===== src/rtl/uart_rx_pkg.sv =====
// Shared types and divisor helpers for the UART receive path.
// Latency: none (compile-time constants and functions only).
// Backpressure: not applicable.
package uart_rx_pkg;

  // Receive sequencer states; PARITY is only reachable in parity builds.
  typedef enum logic [2:0] {
    IDLE   = 3'd0,
    START  = 3'd1,
    DATA   = 3'd2,
    PARITY = 3'd3,
    STOP   = 3'd4
  } state_e;

  localparam int unsigned DEF_CLK_FREQ  = 50_000_000;
  localparam int unsigned DEF_BAUD      = 9600;
  localparam int unsigned DEF_DATA_BITS = 8;

  // Clock cycles per bit period.
  function automatic int unsigned baud_div(input int unsigned clk_freq,
                                           input int unsigned baud);
    return clk_freq / baud;
  endfunction

  // Cycles from the start edge to the centre of the start bit.
  function automatic int unsigned half_div(input int unsigned clk_freq,
                                           input int unsigned baud);
    return baud_div(clk_freq, baud) / 2;
  endfunction

  // Width of a counter holding 0..n-1 (at least one bit).
  function automatic int unsigned cnt_w(input int unsigned n);
    return (n <= 1) ? 1 : $clog2(n);
  endfunction

  // Width of the data-bit index, sized to hold 0..data_bits.
  function automatic int unsigned bit_idx_w(input int unsigned data_bits);
    return $clog2(data_bits + 1);
  endfunction

endpackage


===== src/rtl/uart_baud_cnt.sv =====
// Bit-period counter: wraps at BAUD_DIV-1, flags terminal and half-period counts.
// Latency: tc/half are decoded directly from the count register (0 cycles).
// Backpressure: none; clr has priority over en.
module uart_baud_cnt
  import uart_rx_pkg::*;
#(
  parameter int unsigned BAUD_DIV = 16,
  parameter int unsigned HALF_DIV = 8
) (
  input  logic clk,
  input  logic rst,
  input  logic clr,
  input  logic en,
  output logic tc,
  output logic half
);

  localparam int unsigned CW = cnt_w(BAUD_DIV);
  localparam logic [CW-1:0] TC_VAL   = CW'(BAUD_DIV - 1);
  localparam logic [CW-1:0] HALF_VAL = CW'(HALF_DIV - 1);

  logic [CW-1:0] cnt_q;
  logic [CW-1:0] cnt_d;

  assign tc   = (cnt_q == TC_VAL);
  assign half = (cnt_q == HALF_VAL);

  // Next count: clear wins, otherwise count up and wrap after the terminal count.
  always_comb begin
    cnt_d = cnt_q;
    if (clr) begin
      cnt_d = '0;
    end else if (en) begin
      cnt_d = tc ? '0 : cnt_q + CW'(1);
    end
  end

  // Count register.
  always_ff @(posedge clk) begin
    if (rst) begin
      cnt_q <= '0;
    end else begin
      cnt_q <= cnt_d;
    end
  end

endmodule


===== src/rtl/uart_rx_ctrl.sv =====
// UART RX sequencer: start-edge strobe in, LSB-first byte out on valid/ready, error pulses.
// Latency: stop sample at t0+HALF_DIV+(DATA_BITS+1)*BAUD_DIV (+BAUD_DIV with parity), rx_valid next cycle.
// Backpressure: one-byte holding register; a byte finishing while one is pending is dropped with overrun_err.
// Optional even-parity stage is enabled by defining UART_RX_PARITY_EN.
module uart_rx_ctrl
  import uart_rx_pkg::*;
#(
  parameter int unsigned CLK_FREQ  = DEF_CLK_FREQ,
  parameter int unsigned BAUD      = DEF_BAUD,
  parameter int unsigned DATA_BITS = DEF_DATA_BITS
) (
  input  logic                 clk,
  input  logic                 rst,
  input  logic                 h2l_sig,
  input  logic                 rx_sync,
  output logic [DATA_BITS-1:0] rx_data,
  output logic                 rx_valid,
  input  logic                 rx_ready,
  output logic                 frame_err,
  output logic                 overrun_err,
  output logic                 parity_err,
  output logic                 busy
);

  localparam int unsigned BAUD_DIV = baud_div(CLK_FREQ, BAUD);
  localparam int unsigned HALF_DIV = half_div(CLK_FREQ, BAUD);
  localparam int unsigned IDX_W    = bit_idx_w(DATA_BITS);
  localparam logic [IDX_W-1:0] LAST_IDX = IDX_W'(DATA_BITS - 1);

  state_e               state_q, state_d;
  logic [IDX_W-1:0]     bit_idx_q, bit_idx_d;
  logic [DATA_BITS-1:0] shift_q, shift_d;
  logic [DATA_BITS-1:0] data_q, data_d;
  logic                 valid_q, valid_d;

  logic cnt_clr;
  logic cnt_en;
  logic baud_tc;
  logic baud_half;
  logic frame_pulse;
  logic overrun_pulse;

`ifdef UART_RX_PARITY_EN
  logic parity_bad_q, parity_bad_d;
  logic parity_pulse;
`endif

  // Counter runs in every active state and is held at zero while idle.
  assign cnt_en = (state_q != IDLE);

  uart_baud_cnt #(
    .BAUD_DIV (BAUD_DIV),
    .HALF_DIV (HALF_DIV)
  ) u_baud_cnt (
    .clk  (clk),
    .rst  (rst),
    .clr  (cnt_clr),
    .en   (cnt_en),
    .tc   (baud_tc),
    .half (baud_half)
  );

  // Next-state, bit assembly, holding-register update and error pulse decode.
  always_comb begin
    state_d       = state_q;
    bit_idx_d     = bit_idx_q;
    shift_d       = shift_q;
    data_d        = data_q;
    valid_d       = valid_q;
    cnt_clr       = 1'b0;
    frame_pulse   = 1'b0;
    overrun_pulse = 1'b0;
`ifdef UART_RX_PARITY_EN
    parity_bad_d  = parity_bad_q;
    parity_pulse  = 1'b0;
`endif

    // Consumer takes the pending byte; a load below may re-set valid this cycle.
    if (valid_q && rx_ready) begin
      valid_d = 1'b0;
    end

    case (state_q)
      IDLE: begin
        cnt_clr = 1'b1;
        if (h2l_sig) begin
          state_d = START;
        end
      end

      START: begin
        if (baud_half) begin
          // Restart the bit period from the start-bit centre.
          cnt_clr = 1'b1;
          if (!rx_sync) begin
            state_d   = DATA;
            bit_idx_d = '0;
          end else begin
            // Line went back high: glitch, not a start bit.
            state_d = IDLE;
          end
        end
      end

      DATA: begin
        if (baud_tc) begin
          shift_d = {rx_sync, shift_q[DATA_BITS-1:1]};
          if (bit_idx_q == LAST_IDX) begin
            bit_idx_d = '0;
`ifdef UART_RX_PARITY_EN
            state_d   = PARITY;
`else
            state_d   = STOP;
`endif
          end else begin
            bit_idx_d = bit_idx_q + IDX_W'(1);
          end
        end
      end

`ifdef UART_RX_PARITY_EN
      PARITY: begin
        if (baud_tc) begin
          // Even parity: data bits plus parity bit must XOR to zero.
          parity_bad_d = (^shift_q) ^ rx_sync;
          state_d      = STOP;
        end
      end
`endif

      STOP: begin
        if (baud_tc) begin
          state_d = IDLE;
          // Only one error is reported per frame; framing takes precedence.
          if (!rx_sync) begin
            frame_pulse = 1'b1;
          end
`ifdef UART_RX_PARITY_EN
          else if (parity_bad_q) begin
            parity_pulse = 1'b1;
          end
`endif
          else if (valid_q && !rx_ready) begin
            overrun_pulse = 1'b1;
          end else begin
            data_d  = shift_q;
            valid_d = 1'b1;
          end
        end
      end

      default: begin
        state_d = IDLE;
      end
    endcase
  end

  // Sequencer and datapath registers.
  always_ff @(posedge clk) begin
    if (rst) begin
      state_q      <= IDLE;
      bit_idx_q    <= '0;
      shift_q      <= '0;
      data_q       <= '0;
      valid_q      <= 1'b0;
`ifdef UART_RX_PARITY_EN
      parity_bad_q <= 1'b0;
`endif
    end else begin
      state_q      <= state_d;
      bit_idx_q    <= bit_idx_d;
      shift_q      <= shift_d;
      data_q       <= data_d;
      valid_q      <= valid_d;
`ifdef UART_RX_PARITY_EN
      parity_bad_q <= parity_bad_d;
`endif
    end
  end

  assign rx_data     = data_q;
  assign rx_valid    = valid_q;
  assign busy        = (state_q != IDLE);
  // Pulses are suppressed during reset so an abandoned frame reports nothing.
  assign frame_err   = frame_pulse & ~rst;
  assign overrun_err = overrun_pulse & ~rst;
`ifdef UART_RX_PARITY_EN
  assign parity_err  = parity_pulse & ~rst;
`else
  assign parity_err  = 1'b0;
`endif

endmodule


===== config.mk =====
export PLATFORM = sky130hd
export DESIGN_NAME = uart_rx_ctrl
export DESIGN_NICKNAME = d
export VERILOG_FILES = /design/src/rtl/uart_rx_pkg.sv /design/src/rtl/uart_baud_cnt.sv /design/src/rtl/uart_rx_ctrl.sv
export SDC_FILE = /design/constraint.sdc
export NUM_CORES = 1
export LEC_CHECK = 0
export BUFFER_PORTS_ARGS = -buffer_cell sky130_fd_sc_hd__clkbuf_2
export CAP_MARGIN = 20
export CORE_ASPECT_RATIO = 1.25
export CORE_MARGIN = 3
export CORE_UTILIZATION = 35
export CTS_CLUSTER_SIZE = 12
export DETAILED_ROUTE_END_ITERATION = 6
export SYNTH_ARGS = -nofsm -noshare
export SYNTH_HDL_FRONTEND = slang
export SYNTH_SLANG_ARGS = --single-unit

===== constraint.sdc =====
create_clock -name clk -period 1.9 [get_ports clk]
set_input_delay 0.19 -clock clk [delete_from_list [all_inputs] [get_ports clk]]
set_output_delay 0.19 -clock clk [all_outputs]
set_load 0.02 [all_outputs]

==> impl_metrics.csv <==
group,metric,value,unit
final_layout,syn2layout_area_growth,32.7,%
power,ir_worst_vdd,0.420,mV
sta,min_period_over_period,105,%
run_status,violations,"negative setup slack",
sta,finalClockSkew,9.00,ps
place,numPortBuffers,16,
power,p_sw_share,27.2,%
power,switchingPower,0.494,mW
sta,tns,-127,ps
setup_path,criticalPathCategory,"register to output port",
synth,synth_area_leaders,"dfxtp_1, mux2i_1, nor2_1",
detailed_routing,vias,1467,
final_layout,fin_cells,287,
clock_network,clockBufferDepth,2,
global_route,grt-ovfl-total,0,
floorplan,num_io_pins,18,
floorplan,dieHeight,83.9,microns
setup_path,critPathMaxFanout,3,
power,powerDensity,804,mW/mm^2
detailed_routing,routed_via_density,5.11,
final_layout,final_area,0.00225,sq mm
power,p_total,1.81,mW
synth,synthesis.nets,192,
clock_network,clk_pin_slew,80,ps
sta,fin_ws,-92.4,ps
power,seqPwrFrac,45.4,%
synth,synth_area_leader_cell,"dfxtp_1",
power,p_int,1.32,mW
synth,netlist_area,0.00170,sq mm
place,dpl_cell_area,0.00200,sq mm
synth,yosysTopAreaCellShare,43.6,%
global_route,grtUsageTotal,14.4,%
clock_network,htree_levels,2,
floorplan,core_area,0.00453,sq mm
floorplan,num_rows,27,
clock_network,clkSinkCount,37,
final_layout,drive_gt1_share,31.4,%
synth,seq_area_frac_synth,43.6,%
final_layout,layout_commonest_cell,"dfxtp_1",
sta,setup_viol,2,
final_layout,final_cell_mix,"dfxtp_1, nor2_1, buf_4",
sta,rsz0062_at_grt,"yes",
synth,ys_ff_latch,37,
sta,max_freq,502,MHz
sta,slew_viol_final,0,
detailed_routing,drtIter0Drc,66,
setup_path,crit_required,1710,ps
job,cap_violations,0,
global_route,grt_pass1_wl,6.44,mm
place,dp.cells,273,
setup_path,arrival,1800,ps
floorplan,die_w,68.3,microns
clock_network,cts_buffers,5,
sta,fin_crit,1990,ps
floorplan,start_util,37.5,%
synth,ys_types,45,
place,post-place-ws,-23.1,ps
synth,netlist_instances,185,
clock_network,cts_root_buf,"clkbuf_8",
hold_path,hp-class,"input port to register",
setup_path,cpMaxStageDelayCell,"dfxtp_2",
floorplan,dieArea,0.00573,sq mm
setup_path,critPathCaptureType,"output port",
final_layout,final_nets,235,
setup_path,cp-start-kind,"register",
detailed_routing,ant_nets,0,
detailed_routing,drc,0,
final_layout,postLayoutCoreUtil,49.8,%
clock_network,cts_tree,"yes",
detailed_routing,wl_per_cell,12.7,microns
detailed_routing,drt_first_pass_iters,4,
synth,synth_edf_count,0,
sta,hold_violations,0,
synth,synth_flop_cell,"dfxtp_1",
final_layout,diodes,0,
global_route,antenna_found_initial,0,
detailed_routing,drt_wl_total,3.64,mm
sta,hold_slack,276,ps
place,hpwl,2.62,mm
synth,ys_warn_count,0,
synth,avgSynthCellArea,9.18,sq um
global_route,grt_max_degree,22,
power,clkPwrFrac,32.9,%
power,pwr-share-comb,21.7,%
power,p_leak,0.909,nW
place,place_congestion,0.849,
run_status,status,"finished with violations",
clock_network,clkLatencyLatePin,290,ps
setup_path,cp_cell_sequence,"ha_4, nor3b_4, nand4_1, buf_4, nor4b_4, clkbuf_8",
setup_path,max_stage_delay,350,ps
global_route,first_global_vias,1452,
synth,async_flop_share,0,%
-- worst max-delay path: cells and delay by family (launching register included) --
family / cells / cell delay [ps]
flops: 1 / 350
buf+inv: 2 / 390
simple gates: 3 / 640
fa+ha+maj: 1 / 130
-- cells by family after synthesis --
kind of cell	synth area share [%]
AO/OA/AOI/OAI	6.49
XOR/XNOR	4.64
adder cells (fa/ha/maj)	1.47
buffers and inverters	2.73
flip-flops	43.6
multiplexers	10.7
other	0.221
AND/OR/NAND/NOR	30.1
-- state kept, by name, indices dropped and copies added (netlist names) --
name,flops
u_baud_cnt.cnt_q,13
rx_valid,1
bit_idx_q,4
rx_data,8
shift_q,8
state_q,3
-- per-layer routing --
| metal | part of all wire [%] | GRT usage (%) | vias to the layer above |
|---|---|---|---|
| li1 | - | - | 734 |
| met1 | 45 | 17.3 | 707 |
| met2 | 50 | 23.7 | 19 |
| met3 | 2.7 | 3.64 | 7 |
| met4 | 2.2 | 5.79 | 0 |
| met5 | 0 | 0 | - |
-- synth_stat cells, types with 3 or more instances --
cell,count
a21oi_1,4
and4bb_2,3
clkbuf_1,4
dfxtp_1,37
inv_1,4
mux2i_1,17
nand2_1,10
nand3_1,9
nand4_1,4
nor2_1,33
nor2b_1,4
nor3b_1,3
or3_1,5
xnor2_1,5
xor2_1,4
-- cell type report --
| type | count | area, sq um |
|---|---|---|
| Fill cell | 437 | 2270 |
| Multi-Input combinational cell | 137 | 1010 |
| Sequential cell | 37 | 744 |
| Timing Repair Buffer | 43 | 310 |
| Clock buffer | 7 | 96.3 |
| Tap cell | 58 | 72.6 |
| Inverter | 4 | 15.0 |
| Clock inverter | 1 | 5.00 |
-- power by group through the flow --
| stage | clock, mW | sequential, mW | combinational, mW |
|---|---|---|---|
| 2_1_floorplan | 0 | 0.840 | 0.180 |
| 6_report | 0.595 | 0.823 | 0.394 |
| 5_1_grt | 0.645 | 0.823 | 0.435 |
| 3_3_place_gp | 0 | 0.833 | 0.322 |
| 3_5_place_dp | 0 | 0.834 | 0.321 |
| 4_1_cts | 0.616 | 0.818 | 0.354 |
-- what timing repair did --
item                       in CTS  in global routing
buffers inserted                6                  2
hold buffers                    0                  0
gates resized for setup        11                 12
pin swaps                       5                  6
setup endpoints to repair       3                 19
-- worst paths after layout --
kind / start / endpoint / slack, ps / cells past startpoint
setup / recovery: u_baud_cnt.cnt_q[1] / overrun_err / -90 / 6
hold / removal: rst / state_q[0] / 280 / 2
setup reg to reg: u_baud_cnt.cnt_q[1] / bit_idx_q[0] / 0 / 7
hold reg to reg: rx_data[0] / rx_data[0] / 490 / 2
(Power assumes the default switching activity.)
